`src/rtl/legv8_control_unit.sv`:
```
// Multi-cycle fetch/decode/execute sequencer for the LEGv8 datapath.
// Drives the 34-bit control word and the decoded immediate from state, IR and status.
module legv8_control_unit #(
    parameter logic [4:0] FS_ADD   = 5'b01000,
    parameter logic [4:0] FS_SUB   = 5'b01001,
    parameter logic [4:0] FS_AND   = 5'b00000,
    parameter logic [4:0] FS_ORR   = 5'b00100,
    parameter logic [4:0] FS_PASSA = 5'b00100
) (
    input  logic        clock,
    input  logic        reset,
    input  logic [31:0] IR,
    input  logic [4:0]  status,
    output logic [33:0] ControlWord,
    output logic [63:0] constant,
    output logic [2:0]  state,
    output logic        halted,
    output logic [31:0] instr_count
);

    typedef enum logic [2:0] {
        ST_FETCH  = 3'd0,
        ST_DECODE = 3'd1,
        ST_EXEC   = 3'd2,
        ST_LD1    = 3'd3,
        ST_LD2    = 3'd4,
        ST_HALT   = 3'd7
    } state_t;

    typedef enum logic [3:0] {
        OP_NONE  = 4'd0,  OP_ADD  = 4'd1,  OP_SUB  = 4'd2,  OP_AND   = 4'd3,
        OP_ORR   = 4'd4,  OP_ADDI = 4'd5,  OP_SUBI = 4'd6,  OP_STUR  = 4'd7,
        OP_LDUR  = 4'd8,  OP_B    = 4'd9,  OP_CBZ  = 4'd10, OP_CBNZ  = 4'd11,
        OP_BCOND = 4'd12
    } op_t;

    state_t      state_r, state_next_s;
    op_t         op_s;
    logic        halted_r;
    logic [31:0] instr_count_r;
    logic        retire_s;

    logic       as_s, pcsel_s, bsel_s, il_s, c0_s, mw_s, rw_s;
    logic [1:0] ds_s, ps_s;
    logic [4:0] fs_s, da_s, sa_s, sb_s;

    // flags = {V,C,N,Z}
    function automatic logic cond_met(input logic [3:0] cond, input logic [3:0] flags);
        case (cond)
            4'b0000: return flags[0];
            4'b0001: return ~flags[0];
            4'b1010: return (flags[1] == flags[3]);
            4'b1011: return (flags[1] != flags[3]);
            4'b1110: return 1'b1;
            default: return 1'b0;
        endcase
    endfunction

    // Instruction class from the opcode field
    always_comb begin
        op_s = OP_NONE;
        if      (IR[31:21] == 11'b10001011000) op_s = OP_ADD;
        else if (IR[31:21] == 11'b11001011000) op_s = OP_SUB;
        else if (IR[31:21] == 11'b10001010000) op_s = OP_AND;
        else if (IR[31:21] == 11'b10101010000) op_s = OP_ORR;
        else if (IR[31:22] == 10'b1001000100)  op_s = OP_ADDI;
        else if (IR[31:22] == 10'b1101000100)  op_s = OP_SUBI;
        else if (IR[31:21] == 11'b11111000000) op_s = OP_STUR;
        else if (IR[31:21] == 11'b11111000010) op_s = OP_LDUR;
        else if (IR[31:26] == 6'b000101)       op_s = OP_B;
        else if (IR[31:24] == 8'b10110100)     op_s = OP_CBZ;
        else if (IR[31:24] == 8'b10110101)     op_s = OP_CBNZ;
        else if (IR[31:24] == 8'b01010100)     op_s = OP_BCOND;
        else                                   op_s = OP_NONE;
    end

    // Immediate decode; branch offsets subtract 4 because FETCH already advanced the PC
    always_comb begin
        constant = 64'd0;
        case (op_s)
            OP_ADDI, OP_SUBI:
                constant = {52'd0, IR[21:10]};
            OP_STUR, OP_LDUR:
                constant = {{55{IR[20]}}, IR[20:12]};
            OP_B:
                constant = {{36{IR[25]}}, IR[25:0], 2'b00} - 64'd4;
            OP_CBZ, OP_CBNZ, OP_BCOND:
                constant = {{43{IR[23]}}, IR[23:5], 2'b00} - 64'd4;
            default:
                constant = 64'd0;
        endcase
    end

    // Next-state and control-word fields
    always_comb begin
        state_next_s = state_r;
        as_s = 1'b1;  ds_s = 2'b00; ps_s = 2'b00; pcsel_s = 1'b0; bsel_s = 1'b0;
        il_s = 1'b0;  fs_s = FS_PASSA; c0_s = 1'b0; mw_s = 1'b0; rw_s = 1'b0;
        da_s = 5'd31; sa_s = 5'd31; sb_s = 5'd31;
        case (state_r)
            ST_FETCH: begin
                ds_s = 2'b11;
                il_s = 1'b1;
                ps_s = 2'b01;
                state_next_s = ST_DECODE;
            end
            ST_DECODE: begin
                if (op_s == OP_LDUR)      state_next_s = ST_LD1;
                else if (op_s == OP_NONE) state_next_s = ST_HALT;
                else                      state_next_s = ST_EXEC;
            end
            ST_EXEC: begin
                state_next_s = ST_FETCH;
                case (op_s)
                    OP_ADD, OP_SUB, OP_AND, OP_ORR: begin
                        sa_s = IR[9:5]; sb_s = IR[20:16]; da_s = IR[4:0]; rw_s = 1'b1;
                        case (op_s)
                            OP_ADD:  fs_s = FS_ADD;
                            OP_SUB:  begin fs_s = FS_SUB; c0_s = 1'b1; end
                            OP_AND:  fs_s = FS_AND;
                            default: fs_s = FS_ORR;
                        endcase
                    end
                    OP_ADDI: begin
                        sa_s = IR[9:5]; da_s = IR[4:0]; bsel_s = 1'b1; rw_s = 1'b1; fs_s = FS_ADD;
                    end
                    OP_SUBI: begin
                        sa_s = IR[9:5]; da_s = IR[4:0]; bsel_s = 1'b1; rw_s = 1'b1;
                        fs_s = FS_SUB; c0_s = 1'b1;
                    end
                    OP_STUR: begin
                        sa_s = IR[9:5]; sb_s = IR[4:0]; bsel_s = 1'b1; fs_s = FS_ADD;
                        as_s = 1'b0; ds_s = 2'b01; mw_s = 1'b1;
                    end
                    OP_B: begin
                        ps_s = 2'b10; pcsel_s = 1'b1;
                    end
                    OP_CBZ, OP_CBNZ: begin
                        sa_s = IR[4:0];
                        if (status[0] == (op_s == OP_CBZ)) begin
                            ps_s = 2'b10; pcsel_s = 1'b1;
                        end else begin
                            ps_s = 2'b00; pcsel_s = 1'b0;
                        end
                    end
                    OP_BCOND: begin
                        if (cond_met(IR[3:0], status[4:1])) begin
                            ps_s = 2'b10; pcsel_s = 1'b1;
                        end else begin
                            ps_s = 2'b00; pcsel_s = 1'b0;
                        end
                    end
                    default: begin
                        ps_s = 2'b00;
                    end
                endcase
            end
            ST_LD1, ST_LD2: begin
                sa_s = IR[9:5]; bsel_s = 1'b1; fs_s = FS_ADD; as_s = 1'b0; ds_s = 2'b11;
                if (state_r == ST_LD2) begin
                    da_s = IR[4:0]; rw_s = 1'b1; state_next_s = ST_FETCH;
                end else begin
                    state_next_s = ST_LD2;
                end
            end
            ST_HALT: state_next_s = ST_HALT;
            default: state_next_s = ST_HALT;
        endcase
    end

    assign retire_s    = (state_r == ST_EXEC) || (state_r == ST_LD2);
    assign ControlWord = reset ? 34'd0
                       : {as_s, ds_s, ps_s, pcsel_s, bsel_s, il_s, 1'b0, fs_s, c0_s,
                          2'b11, mw_s, rw_s, da_s, sa_s, sb_s};
    assign state       = state_r;
    assign halted      = halted_r;
    assign instr_count = instr_count_r;

    // State, halt flag and retirement counter
    always_ff @(posedge clock) begin
        if (reset) begin
            state_r       <= ST_FETCH;
            halted_r      <= 1'b0;
            instr_count_r <= 32'd0;
        end else begin
            state_r       <= state_next_s;
            halted_r      <= (state_next_s == ST_HALT);
            instr_count_r <= instr_count_r + {31'd0, retire_s};
        end
    end

endmodule

```
`config.mk`:
```
export PLATFORM = sky130hd
export DESIGN_NAME = legv8_control_unit
export DESIGN_NICKNAME = d
export VERILOG_FILES = /design/src/rtl/legv8_control_unit.sv
export SDC_FILE = /design/constraint.sdc
export NUM_CORES = 1
export LEC_CHECK = 0
export ABC_AREA = 1
export ABC_CLOCK_PERIOD_IN_PS = 3500
export CAP_MARGIN = 20
export CORE_MARGIN = 5
export CORE_UTILIZATION = 49
export CTS_CLUSTER_DIAMETER = 120
export CTS_CLUSTER_SIZE = 30
export DETAILED_ROUTE_END_ITERATION = 8
export GPL_TIMING_DRIVEN = 0
export PLACE_DENSITY = 0.88
export SYNTH_ARGS = -nofsm -noshare
export SYNTH_HDL_FRONTEND = slang
export SYNTH_SLANG_ARGS = --single-unit
```
`constraint.sdc`:
```
create_clock -name clock -period 3.5 [get_ports clock]
set_input_delay 0.35 -clock clock [delete_from_list [all_inputs] [get_ports clock]]
set_output_delay 0.35 -clock clock [all_outputs]
set_load 0.01 [all_outputs]
```
[Word level (Yosys, flattened, before mapping)]
Cells that the tools add are included.
Word-level totals
  register bits after elaboration: 36
  output and inout bits: 134
  input port bits: 39
Operators by class
  bitwise operators: 1
  add/subtract/negate cells: 3
  equality and inequality tests: 36
  multiplexer cells: 54
  reductions and logical operators: 15
Operators by type and width (number)
  case mux 64 bit (4 select lines): 1
  equality test 11 bit (second input constant): 6
  two-way mux 4 bit: 12
  case mux 5 bit (2 select lines): 4
  two-way mux 34 bit: 1
  adder 32 x 1 -> 32 bit: 1
  equality test 4 bit (second input constant): 8
  subtractor 28 x 4 -> 29 bit (second input constant): 1
  case mux 4 bit (3 select lines): 2
  subtractor 21 x 4 -> 22 bit (second input constant): 1
  equality test 10 bit (second input constant): 2
  equality test 4 x 3 -> 1 bit (second input constant): 4
  equality test 8 bit (second input constant): 2
  two-way mux 1 bit: 15
  two-way mux 5 bit: 3
  case mux 3 bit (4 select lines): 1
  OR reduction 2 bit: 5
  two-way mux 3 bit: 3
  OR reduction 3 bit: 3
  equality test 4 x 1 -> 1 bit (second input constant): 2
  equality test 4 x 2 -> 1 bit (second input constant): 2
  equality test 8 x 7 -> 1 bit (second input constant): 1
  zero test 4 bit: 2
  case mux 1 bit (2 select lines): 4
  18 further kinds: 23

[Longest topological paths before layout]
Gate-level depths: netlist (run 1).
  depth after elaboration: 20
  depth in mapped cells: 18
  gate-level depth less buffers: 18

[Worst setup path before layout (run 1)]
No wires, ideal clock.
  path type: input -> output
  from: input IR[0]
  to: output constant[29]
  slack: 0.943 ns
  required time: 3.150 ns
  buffers on the path: 1
  stages: 11
  data arrival time: 2.207 ns
  path through: inv_1 > ha_1 > inv_1 > nor2_1 > nand2_1 > nor2_1 > nand2_1 > nor2_1 > o21ai_0 > nand2_1 > buf_4
On the way
  longest elaborated chain between the ends: 2
RTL lines
  start, declared: RTL line 12  | input logic [31:0] IR,
  subtractor 28 x 4 -> 29 bit: RTL line 86  | constant = {{36{IR[25]}}, IR[25:0], 2'b00} - 64'd4;
  case mux 64 bit (4 select lines): RTL line 80  | case (op_s)
  end, declared: RTL line 15  | output logic [63:0] constant,
Every way passes these cells.

[Worst setup path after layout (run 1)]
  from: input IR[9]
  to: output constant[62]
On the way
  longest elaborated chain between the ends: 2
RTL lines (RTL line)
  subtractor 28 x 4 -> 29 bit / subtractor 21 x 4 -> 22 bit (equally long branches): 86, 88
  case mux 64 bit (4 select lines) *: 80
Mark *: on every way between the ends. The rest lies on a longest branch, timed or not.

==> results by group, run 1 <==
Cells and area
  • Layout Nets: 1009
  • Fillers: 757
  • Diodes inserted: 0
  • Share of cells above drive strength 1: 0.106
  • Area Growth Syn to Fin: 43.9%
  • Post-route insts no fill: 1072

Setup path
  • Reg2Reg Depth: 15
  • Reg-to-reg setup timing slack: 700 ps
  • WP data required: 3150 ps
  • Crit path max-delay family: simple AND/OR/NAND/NOR gates
  • Critical path's most frequent cell: clkdlybuf4s50_1
  • Crit-path max FO: 9
  • Start of the worst register-to-register path: state[0]
  • CP peak stage delay: 580 ps
  • WS Path Type: in -> out
  • Slowest-stage cell, CP: clkdlybuf4s50_1
  • Setup crit start kind: input port
  • R2r endpoint: instr_count[16]
  • CP arrival: 3050 ps
  • Cells along the critical path: clkdlybuf4s50_1 > nor2_2 > nand4_1 > nor3_1 > nand3_1 > nand2_1 > a21oi_4 > nand2_4 > buf_4 > clkdlybuf4s50_1
  • Crit. End Element: output pin
  • Buf/Inv on CP: 3

Logic synthesis
  • Simple-gate portion of the synthesized area: 0.448
  • Async S/R FF share, synth: 0
  • Register area share after synthesis: 0.163
  • Distinct cells, synth: 49
  • Top-area cell type share of the netlist area: 0.163
  • Ys Warns: 0
  • Post-Synth Adder-Cell Area: 0.0198
  • #FFs+latches synth: 36
  • Post-synthesis mux area share: 0
  • Largest area contributor in the netlist: dfxtp_1
  • Top post-synthesis cells by area: dfxtp_1 16%, nand2_1 15%, nor2_1 9.9%
  • Post-Synth XOR/XNOR Area: 0.0277
  • Largest family of logic cells by synthesized area: simple AND/OR/NAND/NOR gates
  • Avg Cell Area, Syn: 5.62 um^2
  • Cells after synthesis: 788
  • Post-synth EDFFs: 0
  • Synth Cell Area: 4430 um^2
  • Synth Area in Compound Gates: 0.169
  • Synth Flop Type: dfxtp_1

Die
  • Chip width: 105 um
  • Num rows: 34
  • Initial core utilization: 0.506
  • Chip Height: 105 um
  • DIE AREA: 11000 um^2
  • I/O pins: 173
  • Core area: 8760 um^2

Timing
  • Slew Viols, Final: 0
  • Max_slew headroom: 0.610
  • Crit path time final: 3400 ps
  • Unrepaired setup endpoints after global routing: true
  • Worst-Margin Slew: 585 ps
  • Setup Skew: 5.66 ps
  • Count of final setup violators: 0
  • Final hold violations: 0
  • Max Clock Freq: 294 MHz
  • Period utilisation layout: 0.972

Drt
  • Via count of the routed design: 6020
  • Total wire length: 17.7 mm
  • Final antenna-violating net count: 0
  • Wire length on met3: 1.74 mm
  • Top Layer Used: met4
  • Post-DR vias/cell: 5.62
  • Number of DRC markers in iteration 0: 520
  • Drt pass-1 iters: 6
  • Residual DRC count: 0
  • Routed len/inst: 16.5 um
  • Metal-1 WL: 6.82 mm
  • Met2 Routed Length: 8.43 mm

GRT
  • Initial antenna violation count: 0
  • Remaining global-route overflow: 0
  • Tot GR Track Use: 0.305
  • Pin count of the biggest net entering global routing: 19
  • Global-route wire length before repair: 28.3 mm
  • Vias in the first global route: 5734

CTS
  • Hold buffer count at cts: 0
  • Clk buf depth: 2
  • Clock latency on the worst-skew pair: 290 ps
  • Cts bufs inserted: 5
  • CTS tree: yes
  • Clock slew at reported path FFs: 70 ps
  • # H-tree levels: 2
  • CTS sink count: 36
  • Root buffer cell: clkbuf_8

Place
  • Placed Cells: 1060
  • DP Wirelength: 14.2 mm
  • Port-buffer cells: 162
  • GP Congestion: 1.00

Min path
  • Worst Hold Path EP: instr_count[31]
  • HP Class: reg -> reg
  • Hold Crit Depth: 2
  • Min-delay src: instr_count[31]

Job
  • Total of max-cap violations: 0

Pwr
  • Final total power: 1.59 mW
  • Leak pwr: 2.59 nW
  • PD cells: 249 nW/um^2
  • Maximum VDD drop: 0.371 mV

Run status
  • Outcome: finished clean
[synth_stat cells, types with 2 or more instances]
cell and n:
a21oi_1 48, a22oi_1 5, a31oi_1 2, buf_2 6
buf_4 39, clkbuf_1 9, clkinv_1 2, dfxtp_1 36
ha_1 7, inv_1 98, inv_2 8, nand2_1 173
nand2_2 4, nand3_1 59, nand3_2 4, nand3b_1 2
nand4_1 25, nor2_1 117, nor2_2 8, nor3_1 21
nor3_4 2, nor3b_1 3, nor4_1 4, nor4b_1 2
o2111ai_1 4, o211ai_1 9, o21a_1 2, o21ai_0 37
o21ai_1 6, o22ai_1 5, o311ai_1 5, or2_0 4
or2_2 4, xor2_1 13
[registers in the layout (all words and copies together), names as in the netlist]
name and cells:
instr_count 32, state 3, halted 1
[metal layers]
| layer | GRT usage | vias to the layer above |
|---|---|---|
| met5 | 0 | - |
| met4 | 0.118 | 0 |
| met3 | 0.0623 | 71 |
| met2 | 0.521 | 376 |
| met1 | 0.375 | 2660 |
| li1 | - | 2913 |
[cells in the final DEF, fill, tap and decap left out, types with 5 or more instances in the layout]
| cell type | instances |
|---|---|
| o21ai_0 | 36 |
| buf_2 | 5 |
| o211ai_1 | 9 |
| clkdlybuf4s50_1 | 160 |
| xor2_1 | 13 |
| nand3_1 | 59 |
| nor2_1 | 112 |
| ha_1 | 6 |
| nand4_1 | 25 |
| inv_1 | 97 |
| nor2_2 | 12 |
| o21ai_1 | 6 |
| a21oi_1 | 48 |
| clkbuf_1 | 10 |
| clkbuf_8 | 6 |
| o311ai_1 | 5 |
| o22ai_1 | 5 |
| nor3_1 | 21 |
| nand2_1 | 172 |
| dfxtp_1 | 36 |
| buf_4 | 40 |
| a22oi_1 | 5 |
| inv_2 | 9 |
[what timing repair did]
action / 4_1_cts / 5_1_grt
cloned: 1 / 2
endpoints found under the setup margin: 38 / 39
setup buffers: 0 / 1
resized for setup: 9 / 11
pin swaps: 0 / 1
[area by class of cell]
type	instances	area [um^2]	share of cell area
Multi-Input combinational cell	594	3030	0.474
Timing Repair Buffer	163	1630	0.256
Sequential cell	36	721	0.113
Inverter	108	409	0.0642
Buffer	55	363	0.0569
Tap cell	108	135	0.0212
Clock buffer	7	86.3	0.0135
Clock inverter	1	7.51	0.00118
[logic make-up (layout without fill, tap and decap cells)]
group / after synthesis / count (layout)
xor+xnor: 14 / 14
compound gates: 128 / 128
buf+inv: 163 / 334
flops: 36 / 36
fa+ha+maj: 7 / 7
other cells: 1 / 3
simple gates: 439 / 442
[worst max path at each step]
stage / start / cells after the start / to
floorplan: IR[0] / 11 / constant[29]
global placement: IR[0] / 13 / constant[49]
finish: IR[9] / 10 / constant[62]
detailed placement: IR[0] / 13 / constant[49]
CTS: IR[9] / 10 / constant[49]
global route: IR[6] / 12 / constant[58]
[worst register-to-register path, cell delays in order (launching register included)]
cell and delay (ps):
dfxtp_1 380, nor2_1 200, inv_1 100, nor2_1 140
inv_1 90, nand2_1 100, ha_1 210, ha_1 180
nand2_1 80, nor2_2 180, inv_1 90, nor2_1 180
nand2_1 150, nor4_2 350, nand2_1 80, nor3b_1 150
[per-stage QoR]
step                setup slack, ps  TNS (ps)  cell area (um^2)  hold WS, ps  utilization
floorplan                       943         0              4440          490            -
global placement               -645    -22380              6200          464        0.707
detailed placement             -649    -22700              6200          465        0.707
CTS                            47.3         0              6320          476        0.721
global route                  -7.43     -14.2              6380          511        0.728
finish                         97.4         0              6380          475        0.728
[power breakdown]
| group | total, mW | switching (mW) | internal, mW | leakage, nW |
|---|---|---|---|---|
| Combinational | 0.810 | 0.436 | 0.375 | 2.25 |
| Clock | 0.310 | 0.150 | 0.160 | 0.0445 |
| Sequential | 0.466 | 0.0315 | 0.434 | 0.291 |
No activity file was read; power rests on OpenSTA's default activity.
==> run 2: changes to the inputs <==
--- a/config.mk
+++ b/config.mk
@@ -15,6 +15,7 @@
 export DETAILED_ROUTE_END_ITERATION = 8
 export GPL_TIMING_DRIVEN = 0
 export PLACE_DENSITY = 0.88
+export RECOVER_POWER = 50
 export SYNTH_ARGS = -nofsm -noshare
 export SYNTH_HDL_FRONTEND = slang
 export SYNTH_SLANG_ARGS = --single-unit
==> results by group, run 2 (synthesis results as in run 1) <==
Drt
  • Final antenna-violating net count: 0
  • Number of DRC markers in iteration 0: 552
  • Wire length on met3: 1.83 mm
  • Drt pass-1 iters: 8
  • Met2 Routed Length: 8.56 mm
  • Residual DRC count: 0
  • Total wire length: 17.8 mm
  • Via count of the routed design: 5996
  • Post-DR vias/cell: 5.59
  • Routed len/inst: 16.6 um
  • Top Layer Used: met4
  • Metal-1 WL: 6.84 mm

Cells and area
  • Commonest non-fill, non-tap cell in the layout: nand2_1
  • Area Growth Syn to Fin: 43.7%
  • Max FFs per register: 32
  • Layout Nets: 1009
  • Diodes inserted: 0
  • Most frequent cells in the layout: 172 x nand2_1, 115 x clkdlybuf4s50_1, 113 x nor2_1
  • Share of cells above drive strength 1: 0.103
  • Core Util, Final: 0.727

Min path
  • HP Class: reg -> reg

Timing
  • Worst-Margin Slew: 612 ps
  • Count of final setup violators: 0
  • Max Clock Freq: 291 MHz
  • Crit path time final: 3440 ps
  • Unrepaired setup endpoints after global routing: true
  • Setup TNS: 0 ps
  • Final hold violations: 0
  • Setup Skew: 4.32 ps
  • Max_slew headroom: 0.592
  • Slew Viols, Final: 0
  • Period utilisation layout: 0.982

Pwr
  • Clk pwr share: 0.199
  • Internal power: 949 uW
  • Leak pwr: 2.73 nW
  • Logic pwr share: 0.504
  • Flop pwr share: 0.297
  • Sw Share: 0.394
  • PD cells: 246 nW/um^2
  • Net Sw Power: 617 uW
  • Maximum VDD drop: 0.369 mV

Setup path
  • Crit-path max FO: 8
  • WP data required: 3150 ps
  • CP arrival: 3090 ps
  • Setup crit start kind: input port
  • Buf/Inv on CP: 4
  • Cells along the critical path: clkdlybuf4s50_1 > clkinv_1 > ha_2 > nand2_1 > inv_1 > nand2_1 > nor3_1 > o21ai_0 > nand3_1 > clkdlybuf4s50_1
  • Crit path max-delay family: buffers and inverters
  • Crit. End Element: output pin
  • WS Path Type: in -> out
  • Slowest-stage cell, CP: clkdlybuf4s50_1
  • CP peak stage delay: 650 ps

Die
  • DIE AREA: 11000 um^2
  • Chip Height: 105 um
  • Chip width: 105 um
  • I/O pins: 173
  • Core area: 8760 um^2
  • Num rows: 34
  • Initial core utilization: 0.506

CTS
  • Clock slew at reported path FFs: 80 ps
  • Root buffer cell: clkbuf_8
  • Hold buffer count at cts: 0
  • Clock latency on the worst-skew pair: 290 ps
  • CTS sink count: 36
  • Cts bufs inserted: 5
  • # H-tree levels: 2
  • CTS tree: yes
  • Clk buf depth: 2

Job
  • Total of max-cap violations: 0

Place
  • Port-buffer cells: 162
  • DP Wirelength: 14.2 mm
  • GP Congestion: 1.00

GRT
  • Tot GR Track Use: 0.305
  • Vias in the first global route: 5734
  • Pin count of the biggest net entering global routing: 19
  • Remaining global-route overflow: 0
  • Initial antenna violation count: 0
  • Global-route wire length before repair: 28.3 mm

Run status
  • Outcome: finished clean
-- run 2: cell types whose count changed in the layout (fill, tap and decap cells not counted), sizes merged --
| cell | delta |
|---|---|
| clkdlybuf4s50 | -45 |
| dlygate4sd3 | +45 |
| buf | -3 |
| clkbuf | +3 |
-- run 2: worst register-to-register path, cell delays in order (launching register included) --
cell	delay [ps]
dfxtp_1	370
nor2_1	190
inv_1	100
nor2_1	140
inv_1	90
nand2_1	110
ha_1	210
ha_1	180
nand2_1	70
nor2_1	240
inv_1	120
nor2_1	190
nand2_1	150
nor4_2	360
nand2_1	80
nor3b_1	150
-- run 2: final timing paths --
path,to,start,slack (ps),depth (start not counted)
setup / recovery,constant[18],IR[5],60,10
hold / removal,instr_count[31],instr_count[31],470,2
setup reg to reg,instr_count[16],state[0],590,15
hold reg to reg,instr_count[31],instr_count[31],470,2
-- run 2: through the flow --
stage / hold WS [ps] / instance area (um^2) / setup slack [ps] / total power, mW / instances
after detailed placement: 465 / 6200 / -649 / 1.27 / 1060
after floorplan: 490 / 4440 / 943 / 0.861 / 790
final: 471 / 6370 / 63.4 / 1.57 / 1072
after global routing: 503 / 6370 / -7.43 / 1.67 / 1072
after CTS: 476 / 6320 / 47.3 / 1.59 / 1069
after global placement: 464 / 6200 / -645 / 1.27 / 1060
-- run 2: routing by layer --
layer	GRT usage	vias up
met5	0	-
met4	0.118	0
met3	0.0623	53
met2	0.521	391
met1	0.375	2644
li1	-	2908
-- run 2: cell type report --
| type | instances | area, um^2 |
|---|---|---|
| Multi-Input combinational cell | 594 | 3020 |
| Inverter | 108 | 409 |
| Tap cell | 108 | 135 |
| Sequential cell | 36 | 721 |
| Clock inverter | 1 | 7.51 |
| Buffer | 55 | 362 |
| Fill cell | 756 | 2390 |
| Clock buffer | 7 | 86.3 |
| Timing Repair Buffer | 163 | 1630 |
-- run 2: timing repair --
action / 4_1_cts / 5_1_grt
pin swaps: 0 / 1
cloned: 1 / 2
endpoints found under the hold margin: 0 / 0
setup endpoints to repair: 38 / 39
resized for setup: 9 / 11
buffers inserted: 0 / 1
-- run 2: power by group through the flow --
stage	clock [mW]	combinational, mW	sequential (mW)
2_1_floorplan	0	0.377	0.484
3_3_place_gp	0	0.797	0.475
3_5_place_dp	0	0.796	0.475
4_1_cts	0.315	0.805	0.465
5_1_grt	0.331	0.866	0.469
6_report	0.312	0.790	0.465
==> run 3: changes to the inputs <==
--- a/config.mk
+++ b/config.mk
@@ -9,12 +9,12 @@
 export ABC_CLOCK_PERIOD_IN_PS = 3500
 export CAP_MARGIN = 20
 export CORE_MARGIN = 5
-export CORE_UTILIZATION = 49
+export CORE_UTILIZATION = 45
 export CTS_CLUSTER_DIAMETER = 120
 export CTS_CLUSTER_SIZE = 30
 export DETAILED_ROUTE_END_ITERATION = 8
 export GPL_TIMING_DRIVEN = 0
-export PLACE_DENSITY = 0.88
+export PLACE_DENSITY = 0.82
 export RECOVER_POWER = 50
 export SYNTH_ARGS = -nofsm -noshare
 export SYNTH_HDL_FRONTEND = slang
==> results by group, run 3 (synthesis results as in run 1) <==
Run status
  • Outcome: finished clean

Setup path
  • Reg-to-reg setup timing slack: 640 ps
  • Crit. End Element: output pin
  • WS Path Type: in -> out
  • WP data required: 3150 ps
  • Reg2Reg Depth: 15
  • R2r endpoint: instr_count[16]
  • Crit-path max FO: 8
  • CP arrival: 3020 ps
  • Start of the worst register-to-register path: state[0]
  • Setup crit start kind: input port

Die
  • Core area: 9680 um^2
  • Num rows: 36
  • Chip Height: 109 um
  • Initial core utilization: 0.458
  • I/O pins: 173
  • DIE AREA: 11900 um^2
  • Chip width: 109 um

Pwr
  • PD cells: 244 nW/um^2
  • Clk pwr share: 0.200
  • Net Sw Power: 618 uW
  • Maximum VDD drop: 0.294 mV
  • Leak pwr: 2.74 nW
  • Logic pwr share: 0.502
  • Sw Share: 0.394
  • Internal power: 951 uW
  • Flop pwr share: 0.298
  • Final total power: 1.57 mW

Drt
  • Final antenna-violating net count: 0
  • Total wire length: 17.3 mm
  • Via count of the routed design: 5905
  • Drt pass-1 iters: 5
  • Residual DRC count: 0
  • Routed len/inst: 15.7 um
  • Post-DR vias/cell: 5.38
  • Number of DRC markers in iteration 0: 422

Job
  • Total of max-cap violations: 0

Min path
  • Worst Hold Path EP: instr_count[31]
  • Hold Crit Depth: 2
  • Min-delay src: instr_count[31]
  • HP Class: reg -> reg

Timing
  • Slew Viols, Final: 0
  • Setup TNS: 0 ps
  • Crit path time final: 3370 ps
  • Max Clock Freq: 296 MHz
  • Worst-Margin Slew: 655 ps
  • Setup Skew: 6.18 ps
  • Period utilisation layout: 0.964
  • Hold Slack: 482 ps
  • Final hold violations: 0
  • Max_slew headroom: 0.563
  • Count of final setup violators: 0

CTS
  • Root buffer cell: clkbuf_8
  • Cts bufs inserted: 5
  • CTS tree: yes
  • Clk buf depth: 2
  • CTS sink count: 36
  • # H-tree levels: 2
  • Clock latency on the worst-skew pair: 280 ps
  • Clock slew at reported path FFs: 80 ps
  • Hold buffer count at cts: 0

GRT
  • Grt met1 use: 0.341
  • Initial antenna violation count: 0
  • Grt peak-use layer: met2
  • Global-route wire length before repair: 27.1 mm
  • Remaining global-route overflow: 0
  • Pin count of the biggest net entering global routing: 19
  • Vias in the first global route: 5537
  • Met2 Usage GRT: 0.508
  • GR Util met3: 0.0491
  • Tot GR Track Use: 0.283

Cells and area
  • Area Growth Syn to Fin: 45.1%
  • Core Util, Final: 0.664
  • Layout Nets: 1010
  • Diodes inserted: 0
  • Max FFs per register: 32
  • Share of cells above drive strength 1: 0.103
  • Most frequent cells in the layout: 171 x nand2_1, 118 x clkdlybuf4s50_1, 115 x nor2_1
  • Commonest non-fill, non-tap cell in the layout: nand2_1

Place
  • GP Congestion: 0.993
  • Port-buffer cells: 162
  • DP Wirelength: 14.0 mm
run 3: cell types whose count changed in the layout (fill, tap and decap cells not counted), sizes merged:
cell           change
dlygate4sd2        -1
clkdlybuf4s50      +3
dlymetal6s2s       +1
clkbuf             -1
dlygate4sd3        -3
buf                +2
run 3: worst max-delay path by stage:
stage                 from      endpoint  slack, ps  cells after the start
detailed placement   IR[9]  constant[36]       -640                     10
global route        IR[26]  constant[62]        -20                     10
finish               IR[5]  constant[16]        130                      8
CTS                  IR[0]  constant[36]         20                     13
global placement     IR[9]  constant[36]       -610                     10
floorplan            IR[0]  constant[29]        940                     11
run 3: per-layer routing:
metal  wire length [um]  vias to the layer above  share of wire
li1                   -                     2925              -
met1               6910                     2651           0.40
met2               8490                      286           0.49
met3               1430                       43          0.083
met4                437                        0          0.025
met5                  0                        -              0
run 3: area by class of cell:
type,instances,area [um^2]
Clock buffer,7,86.3
Fill cell,927,3250
Clock inverter,1,7.51
Timing Repair Buffer,164,1650
Inverter,108,412
Tap cell,133,166
Sequential cell,36,721
Multi-Input combinational cell,594,3030
Buffer,55,359
run 3: power by group through the flow:
stage	sequential, mW	combinational [mW]	clock [mW]
after CTS	0.468	0.803	0.320
after global routing	0.471	0.860	0.329
after global placement	0.475	0.797	0
final	0.467	0.788	0.314
after floorplan	0.484	0.377	0
after detailed placement	0.477	0.796	0
run 3: critical path, cell delays in order:
cell	delay [ps]
clkdlybuf4s50_1	520
clkinv_1	220
ha_1	320
nand2_1	140
nor2_1	330
a21oi_1	140
o311ai_1	380
clkdlybuf4s50_1	610
run 3: timing repair:
action | CTS | global route
endpoints found under the setup margin | 39 | 40
gates cloned | 1 | 2
buffers inserted | 0 | 2
pin swaps | 0 | 1
gates resized for setup | 8 | 14
endpoints found under the hold margin | 0 | 0
run 3: stage by stage:
stage	instance area, um^2	setup slack, ps	instances
3_5_place_dp	6230	-643	1085
6_report	6430	127	1098
4_1_cts	6350	22.7	1094
2_1_floorplan	4440	943	790
5_1_grt	6430	-19.6	1098
3_3_place_gp	6230	-611	1085
